File: src/rtl/mbox_pkg.sv
`default_nettype none
// ============================================================================
// Module      : mbox_pkg
// Description : Shared constants for the EBOX-to-MBOX request controller:
//               controller state encoding, error cause codes, VMA field range.
// Revision    : 1.0  initial release
// ============================================================================
package mbox_pkg;

    // VMA field uses PDP-10 bit numbering: bits 13..35 of the address word
    localparam int c_VMA_FIRST = 13;
    localparam int c_VMA_W     = 23;
    localparam int c_VMA_LAST  = c_VMA_FIRST + c_VMA_W - 1;

    // Controller state encoding
    localparam int c_STATE_W = 3;
    typedef logic [c_STATE_W-1:0] state_t;

    localparam state_t c_ST_IDLE  = 3'd0;
    localparam state_t c_ST_REQ   = 3'd1;
    localparam state_t c_ST_WAIT  = 3'd2;
    localparam state_t c_ST_RETRY = 3'd3;
    localparam state_t c_ST_ERROR = 3'd4;

    // Error cause codes reported on errCode
    localparam logic [2:0] c_ERR_NONE   = 3'd0;
    localparam logic [2:0] c_ERR_ADRPAR = 3'd1;
    localparam logic [2:0] c_ERR_MBPAR  = 3'd2;
    localparam logic [2:0] c_ERR_CDIR   = 3'd3;
    localparam logic [2:0] c_ERR_NXM    = 3'd4;
    localparam logic [2:0] c_ERR_ILL    = 3'd5;
    localparam logic [2:0] c_ERR_TMO    = 3'd6;
    localparam logic [2:0] c_ERR_RETRY  = 3'd7;

endpackage
`default_nettype wire

File: src/rtl/mbox_err_latch.sv
`default_nettype none
// ============================================================================
// Module      : mbox_err_latch
// Description : Priority-encodes the MBOX error flags and holds the first
//               error cause (MBOX or controller-detected) until cleared.
// Revision    : 1.0  initial release
// ============================================================================
module mbox_err_latch
    import mbox_pkg::*;
(
    input  logic       clk,
    input  logic       rst,
    input  logic       i_sample,     // MBOX flags are meaningful this cycle
    input  logic       i_adr_par,
    input  logic       i_mb_par,
    input  logic       i_cdir_par,
    input  logic       i_nxm,
    input  logic       i_sbus,
    input  logic       i_fsm_set,    // controller-detected error this cycle
    input  logic [2:0] i_fsm_code,
    input  logic       i_clear,
    output logic       o_hw_err,     // sampled MBOX error present (combinational)
    output logic       o_any_err,
    output logic [2:0] o_err_code
);

    logic [2:0] w_hw_code;
    logic       r_any_err;
    logic [2:0] r_err_code;

    // Highest-priority cause among the raw MBOX error flags
    always_comb begin
        w_hw_code = c_ERR_NONE;
        if (i_adr_par)             w_hw_code = c_ERR_ADRPAR;
        else if (i_mb_par)         w_hw_code = c_ERR_MBPAR;
        else if (i_cdir_par)       w_hw_code = c_ERR_CDIR;
        else if (i_nxm || i_sbus)  w_hw_code = c_ERR_NXM;
    end

    assign o_hw_err = i_sample && (i_adr_par || i_mb_par || i_cdir_par || i_nxm || i_sbus);

    // Sticky cause register: the first cause is frozen until an explicit clear
    always_ff @(posedge clk) begin
        if (rst) begin
            r_any_err  <= 1'b0;
            r_err_code <= c_ERR_NONE;
        end else if (i_clear) begin
            r_any_err  <= 1'b0;
            r_err_code <= c_ERR_NONE;
        end else if (!r_any_err) begin
            if (o_hw_err) begin
                r_any_err  <= 1'b1;
                r_err_code <= w_hw_code;
            end else if (i_fsm_set) begin
                r_any_err  <= 1'b1;
                r_err_code <= i_fsm_code;
            end
        end
    end

    assign o_any_err  = r_any_err;
    assign o_err_code = r_err_code;

endmodule
`default_nettype wire

File: src/rtl/mbox_req_ctl.sv
`default_nettype none
// ============================================================================
// Module      : mbox_req_ctl
// Description : Latches EBOX memory references, presents them to the MBOX,
//               runs the T0 / retry / response handshake, stalls the EBOX
//               while a reference is outstanding and returns read data.
// Revision    : 1.0  initial release
// ============================================================================
module mbox_req_ctl
    import mbox_pkg::*;
#(
    parameter int TIMEOUT   = 64,
    parameter int MAX_RETRY = 7,
    parameter int RETRY_GAP = 2
) (
    input  logic                         clk,
    input  logic                         reset,
    input  logic                         eboxReq,
    input  logic [c_VMA_FIRST:c_VMA_LAST] eboxVMA,
    input  logic                         eboxRead,
    input  logic                         eboxWrite,
    input  logic                         eboxPSE,
    input  logic [0:35]                  eboxWData,
    input  logic                         cshEBOXT0,
    input  logic                         cshEBOXRetry,
    input  logic                         mboxRespIn,
    input  logic [0:35]                  cacheData,
    input  logic                         cshAdrParErr,
    input  logic                         mbParErr,
    input  logic                         sbusErr,
    input  logic                         nxmErr,
    input  logic                         mboxCDirParErr,
    input  logic                         errClear,
    output logic                         mboxReq,
    output logic [c_VMA_FIRST:c_VMA_LAST] mboxVMA,
    output logic                         mboxRead,
    output logic                         mboxWrite,
    output logic                         mboxPSE,
    output logic [0:35]                  mboxWData,
    output logic                         eboxHold,
    output logic [0:35]                  eboxRdData,
    output logic                         eboxRdValid,
    output logic                         anyEboxError,
    output logic [2:0]                   errCode,
    output logic [2:0]                   retryCount
);

    localparam int c_TMR_W = $clog2(TIMEOUT);
    localparam int c_GAP_W = $clog2(RETRY_GAP + 1);
    localparam logic [c_TMR_W-1:0] c_TMR_LAST    = c_TMR_W'(TIMEOUT - 1);
    localparam logic [c_GAP_W-1:0] c_GAP_LAST    = c_GAP_W'(RETRY_GAP - 1);
    localparam logic [3:0]         c_RETRY_LIMIT = 4'(MAX_RETRY);

    state_t                          r_state;
    state_t                          w_state_nx;
    logic [c_TMR_W-1:0]              r_timer;
    logic [c_GAP_W-1:0]              r_gap;
    logic [2:0]                      r_retry_cnt;
    logic                            r_retry_ovf;
    logic [3:0]                      w_retry_inc;
    logic [c_VMA_FIRST:c_VMA_LAST]   r_vma;
    logic                            r_read;
    logic                            r_write;
    logic                            r_pse;
    logic [0:35]                     r_wdata;
    logic [0:35]                     r_rd_data;
    logic                            r_rd_valid;

    logic       w_accept;
    logic       w_timer_clr;
    logic       w_retry_take;
    logic       w_resp_done;
    logic       w_fsm_err_set;
    logic [2:0] w_fsm_err_code;
    logic       w_sample;
    logic       w_clear;
    logic       w_hw_err;
    logic       w_any_err;
    logic [2:0] w_err_code;

    assign w_sample    = (r_state == c_ST_REQ) || (r_state == c_ST_WAIT);
    assign w_clear     = (r_state == c_ST_ERROR) && errClear;
    // One wider so exhaustion is visible even though retryCount saturates
    assign w_retry_inc = {1'b0, r_retry_cnt} + 4'd1;

    mbox_err_latch u_err_latch (
        .clk        (clk),
        .rst        (reset),
        .i_sample   (w_sample),
        .i_adr_par  (cshAdrParErr),
        .i_mb_par   (mbParErr),
        .i_cdir_par (mboxCDirParErr),
        .i_nxm      (nxmErr),
        .i_sbus     (sbusErr),
        .i_fsm_set  (w_fsm_err_set),
        .i_fsm_code (w_fsm_err_code),
        .i_clear    (w_clear),
        .o_hw_err   (w_hw_err),
        .o_any_err  (w_any_err),
        .o_err_code (w_err_code)
    );

    // Next-state and handshake decode; MBOX errors outrank responses and retries
    always_comb begin
        w_state_nx     = r_state;
        w_accept       = 1'b0;
        w_timer_clr    = 1'b0;
        w_retry_take   = 1'b0;
        w_resp_done    = 1'b0;
        w_fsm_err_set  = 1'b0;
        w_fsm_err_code = c_ERR_NONE;
        case (r_state)
            c_ST_IDLE: begin
                if (eboxReq && (eboxRead ^ eboxWrite)) begin
                    w_accept   = 1'b1;
                    w_state_nx = c_ST_REQ;
                end else if (eboxReq && eboxRead && eboxWrite) begin
                    w_fsm_err_set  = 1'b1;
                    w_fsm_err_code = c_ERR_ILL;
                    w_state_nx     = c_ST_ERROR;
                end
            end
            c_ST_REQ: begin
                if (w_hw_err) begin
                    w_state_nx = c_ST_ERROR;
                end else if (cshEBOXRetry) begin
                    w_retry_take = 1'b1;
                    w_state_nx   = c_ST_RETRY;
                end else if (cshEBOXT0) begin
                    w_timer_clr = 1'b1;
                    w_state_nx  = c_ST_WAIT;
                end
            end
            c_ST_WAIT: begin
                if (w_hw_err) begin
                    w_state_nx = c_ST_ERROR;
                end else if (mboxRespIn) begin
                    w_resp_done = 1'b1;
                    w_state_nx  = c_ST_IDLE;
                end else if (cshEBOXRetry) begin
                    w_retry_take = 1'b1;
                    w_state_nx   = c_ST_RETRY;
                end else if (r_timer == c_TMR_LAST) begin
                    w_fsm_err_set  = 1'b1;
                    w_fsm_err_code = c_ERR_TMO;
                    w_state_nx     = c_ST_ERROR;
                end
            end
            c_ST_RETRY: begin
                if (r_retry_ovf) begin
                    w_fsm_err_set  = 1'b1;
                    w_fsm_err_code = c_ERR_RETRY;
                    w_state_nx     = c_ST_ERROR;
                end else if (r_gap == c_GAP_LAST) begin
                    w_state_nx = c_ST_REQ;
                end
            end
            c_ST_ERROR: begin
                if (errClear) w_state_nx = c_ST_IDLE;
            end
            default: w_state_nx = c_ST_IDLE;
        endcase
    end

    // State register
    always_ff @(posedge clk) begin
        if (reset) r_state <= c_ST_IDLE;
        else       r_state <= w_state_nx;
    end

    // Response timer: restarts on accept and on T0, runs only while waiting
    always_ff @(posedge clk) begin
        if (reset)                         r_timer <= '0;
        else if (w_accept || w_timer_clr)  r_timer <= '0;
        else if (r_state == c_ST_WAIT)     r_timer <= r_timer + 1'b1;
    end

    // Retry bookkeeping: saturating count, exhaustion flag and re-present gap
    always_ff @(posedge clk) begin
        if (reset) begin
            r_retry_cnt <= 3'd0;
            r_retry_ovf <= 1'b0;
            r_gap       <= '0;
        end else begin
            if (w_accept) begin
                r_retry_cnt <= 3'd0;
                r_retry_ovf <= 1'b0;
            end else if (w_retry_take) begin
                if (r_retry_cnt != 3'd7) r_retry_cnt <= r_retry_cnt + 1'b1;
                r_retry_ovf <= (w_retry_inc > c_RETRY_LIMIT);
            end
            if (w_retry_take)                r_gap <= '0;
            else if (r_state == c_ST_RETRY)  r_gap <= r_gap + 1'b1;
        end
    end

    // Reference latch: captured once per accepted reference, constant afterwards
    always_ff @(posedge clk) begin
        if (reset) begin
            r_vma   <= '0;
            r_read  <= 1'b0;
            r_write <= 1'b0;
            r_pse   <= 1'b0;
            r_wdata <= '0;
        end else if (w_accept) begin
            r_vma   <= eboxVMA;
            r_read  <= eboxRead;
            r_write <= eboxWrite;
            r_pse   <= eboxPSE;
            r_wdata <= eboxWData;
        end
    end

    // Read return: capture cache data and pulse valid for one cycle
    always_ff @(posedge clk) begin
        if (reset) begin
            r_rd_data  <= '0;
            r_rd_valid <= 1'b0;
        end else begin
            r_rd_valid <= w_resp_done && r_read;
            if (w_resp_done && r_read) r_rd_data <= cacheData;
        end
    end

    assign mboxReq      = (r_state == c_ST_REQ);
    assign eboxHold     = (r_state == c_ST_REQ) || (r_state == c_ST_WAIT) ||
                          (r_state == c_ST_RETRY);
    assign mboxVMA      = r_vma;
    assign mboxRead     = r_read;
    assign mboxWrite    = r_write;
    assign mboxPSE      = r_pse;
    assign mboxWData    = r_wdata;
    assign eboxRdData   = r_rd_data;
    assign eboxRdValid  = r_rd_valid;
    assign anyEboxError = w_any_err;
    assign errCode      = w_err_code;
    assign retryCount   = r_retry_cnt;

endmodule
`default_nettype wire

File: config.mk
export PLATFORM = sky130hd
export DESIGN_NAME = mbox_req_ctl
export DESIGN_NICKNAME = d
export VERILOG_FILES = /design/src/rtl/mbox_pkg.sv /design/src/rtl/mbox_err_latch.sv /design/src/rtl/mbox_req_ctl.sv
export SDC_FILE = /design/constraint.sdc
export NUM_CORES = 1
export LEC_CHECK = 0
export CAP_MARGIN = 30
export CORE_ASPECT_RATIO = 1.2
export CORE_UTILIZATION = 35
export CTS_BUF_LIST = sky130_fd_sc_hd__clkbuf_8
export DETAILED_ROUTE_END_ITERATION = 6
export GPL_TIMING_DRIVEN = 1
export PLACE_DENSITY = 0.8
export RECOVER_POWER = 25
export SYNTH_ARGS = -nofsm -noshare
export SYNTH_HDL_FRONTEND = slang
export SYNTH_SLANG_ARGS = --single-unit
File: constraint.sdc
create_clock -name clk -period 2.4 [get_ports clk]
set_clock_uncertainty 0.2 [all_clocks]
set_input_delay 0.48 -clock clk [delete_from_list [all_inputs] [get_ports clk]]
set_output_delay 0.48 -clock clk [all_outputs]
set_load 0.1 [all_outputs]
==> flow_metrics.py <==
metrics = {
    "clock_tree": {
        "cts_buffers": 17,
        "cts-hold-fix-buffers": 0,
        "cts.clk_slew.worst_paths_ps": 70,
        "cts_tree": "yes",
        "cts-root-buf": "clkbuf_8",
        "cts_sinks": 118,
        "clock_path_buffers": 2,
        "clkLatencyLatePin_ps": 410,
        "htreeDepth": 4,
    },
    "synthesis": {
        "async_flop_share": 0,
        "netlist_area_um2": 4540,
        "synth_xor_xnor_area_share": 0.0154,
        "avgSynthCellArea_um2": 8.72,
        "yosys.area_share.simple": 0.208,
        "synthFlopType": "dfxtp_1",
        "synth.area.mux_share": 0.0907,
        "synth_compound_area_frac": 0.114,
        "yosysSeqAreaShare": 0.521,
        "syn_nets": 635,
        "yosysUniqueCellTypes": 45,
        "yosysWarnings": 0,
        "synth_fa_ha_area_frac": 0.0138,
        "synth-edff-count": 0,
        "synth_top_family_by_area": "simple AND/OR/NAND/NOR gates",
        "synth_cells": 520,
        "ys_ff_latch": 118,
    },
    "sta": {
        "hold_viol_final": 0,
        "post-route-min-period_ps": 2300,
        "tightest_slew_ps": 564,
        "slew-limit-headroom": 0.625,
        "slew_viol_final": 0,
        "clock.fmax_mhz": 435,
        "rsz0062_at_grt": "false",
        "fin_hold_ws_ps": 255,
        "setup_viol": 0,
        "timing.final.crit_share": 0.958,
    },
    "power_and_ir_drop": {
        "ir_drop_v": 0.000378,
        "p_leak_nw": 3.17,
        "powerDensity_nw_per_um2": 746,
    },
    "floorplan": {
        "die_w_um": 106,
        "pin_count": 218,
        "fp.coreArea_um2": 12700,
        "initial_core_util": 0.358,
        "rows": 45,
        "die_h_um": 127,
        "die_area_um2": 13400,
    },
    "critical_path": {
        "cp_cell_sequence": "clkdlybuf4s50_1, or3_4, or2_4, nor4_4, nor2_1, a2111oi_2",
        "r2r-start": "r_state[1]",
        "crit_required_ps": 2500,
        "crit_arrival_ps": 2400,
        "worstSetupEndpoint": "retryCount[1]",
        "r2r_setup_slack_ps": 300,
        "slowest_stage": "clkdlybuf4s50_1",
        "worst_setup_path_start_kind": "input pin",
        "end_kind": "register",
        "cpPeakStageDelay_ps": 440,
        "cp-startpoint": "mbParErr",
        "regToRegEndpoint": "r_state[1]",
        "rr_worst_depth": 6,
        "critPathKind": "in -> reg",
        "path_max_fanout": 5,
    },
    "global_route": {
        "antenna_found_initial": 0,
        "grt_max_degree": 57,
        "grt_first_pass_wirelength_um": 20400,
        "gr-total-overflow": 0,
        "grt_usage": 0.190,
        "grt_pass1_vias": 4429,
    },
    "detailed_routing": {
        "drtPass1Iterations": 4,
        "drt_wl_total_um": 12600,
        "drt_iter0_drc": 221,
        "top_layer": "met4",
        "wl_met3_um": 1130,
        "ant_nets": 0,
        "num_vias": 4463,
        "vias_per_cell": 4.86,
        "wl_per_cell_um": 13.7,
        "met1_length_um": 4980,
        "wl_met2_um": 6370,
        "drc": 0,
    },
    "run_status": {
        "status": "finished clean",
    },
    "layout": {
        "diodes": 0,
        "postLayoutCoreUtil": 0.555,
        "final_common_cell": "nand2_1",
        "area_growth_pct": 54.9,
        "layout_common_cells": "nand2_1, dfxtp_1, clkdlybuf4s50_1",
        "final_nets": 857,
        "drive_gt1_frac": 0.229,
    },
    "worst_hold_path": {
        "min_path_type": "reg -> reg",
    },
    "run": {
        "drv_cap": 0,
    },
    "place": {
        "dp_hpwl_um": 9330,
        "gp_congestion": 0.852,
        "port-buffer-count": 217,
    },
}
[cells in the mapped netlist, types with 2 or more instances]
library cell | number | area (um^2)
a31oi_1 | 2 | 12.5
xor2_1 | 5 | 43.8
nand2b_1 | 2 | 12.5
mux2i_1 | 40 | 400
ha_1 | 5 | 62.6
dfxtp_1 | 118 | 2360
buf_2 | 6 | 30.0
o21ai_0 | 4 | 20.0
o211ai_1 | 2 | 15.0
nor3_1 | 6 | 30.0
nand3_1 | 3 | 15.0
xnor2_1 | 3 | 26.3
nand4_1 | 4 | 25.0
nand3b_1 | 3 | 22.5
and2_1 | 2 | 12.5
o211a_1 | 2 | 20.0
nor2_1 | 54 | 203
clkbuf_1 | 24 | 90.1
and3_1 | 2 | 12.5
inv_1 | 5 | 18.8
nand2_1 | 132 | 495
a2111oi_0 | 2 | 17.5
buf_4 | 4 | 30.0
nor3b_1 | 2 | 15.0
o31ai_1 | 2 | 15.0
nor2b_1 | 2 | 12.5
a21oi_1 | 66 | 330
[cell type report]
cell class / count / area (um^2)
timing repair buffer: 237 / 1970
sequential: 118 / 2360
clock inverter: 15 / 214
multi-input combinational: 363 / 2020
clock buffer: 17 / 234
fill: 1136 / 5640
inverter: 5 / 18.8
tap: 164 / 205
[routing by layer]
layer  global-route usage  vias up
li1                     -     2183
met1                0.203     2068
met2                0.345      196
met3               0.0735       16
met4               0.0515        0
met5                    0        -
[power by group]
group,switching [mW],leakage [nW],internal (mW)
Clock,0.808,0.233,1.23
Combinational,0.794,1.97,0.331
Sequential,0.0480,0.958,2.03
Total,1.65,3.17,3.59
[worst min path at each step]
stage                        startpoint              to  slack [ps]  cells after the start
after floorplan              r_timer[5]      r_timer[5]         250                      2
after global placement    mboxWData[19]   mboxWData[19]         240                      2
after detailed placement    mboxVMA[13]     mboxVMA[13]         250                      2
after CTS                         reset  eboxRdData[15]         240                      2
after global routing              reset  eboxRdData[15]         260                      2
final                     mboxWData[17]   mboxWData[17]         250                      2
[per-stage QoR]
step | instance area (um^2) | total power [mW] | TNS (ps) | setup WS, ps | instances
4_1_cts | 7150 | 5.33 | 0 | 106 | 917
3_5_place_dp | 6700 | 3.28 | -12590 | -332 | 885
5_1_grt | 7030 | 5.47 | 0 | 71.4 | 919
3_3_place_gp | 6700 | 3.26 | -10520 | -284 | 885
2_1_floorplan | 4540 | 2.88 | 0 | 52.7 | 520
6_report | 7030 | 5.24 | 0 | 102 | 919
[sequential cells by signal, summed over array words and instances (netlist names)]
register                count
r_gap                       2
mboxRead                    1
mboxVMA                    23
r_state                     3
r_timer                     6
eboxRdValid                 1
u_err_latch.o_any_err       1
retryCount                  3
r_retry_ovf                 1
mboxWData                  36
mboxWrite                   1
u_err_latch.o_err_code      3
mboxPSE                     1
eboxRdData                 36
[worst max-delay path: cells and delay by family]
kind | cells | cell delay (ps)
buf+inv | 1 | 440
compound gates | 1 | 360
simple gates | 4 | 1110
[logic make-up (layout without fill, tap and decap cells)]
logic type / Yosys count / after routing
AO/OA/AOI/OAI: 89 / 89
XOR/XNOR: 8 / 8
adder cells (fa/ha/maj): 5 / 5
buffers and inverters: 39 / 274
flip-flops: 118 / 118
multiplexers: 41 / 41
AND/OR/NAND/NOR: 220 / 220
[repair_timing]
item,in CTS,in global routing
endpoints found under the setup margin,0,21
buffers inserted,0,2
gates resized for setup,0,2
No activity file was read; power rests on OpenSTA's default activity.
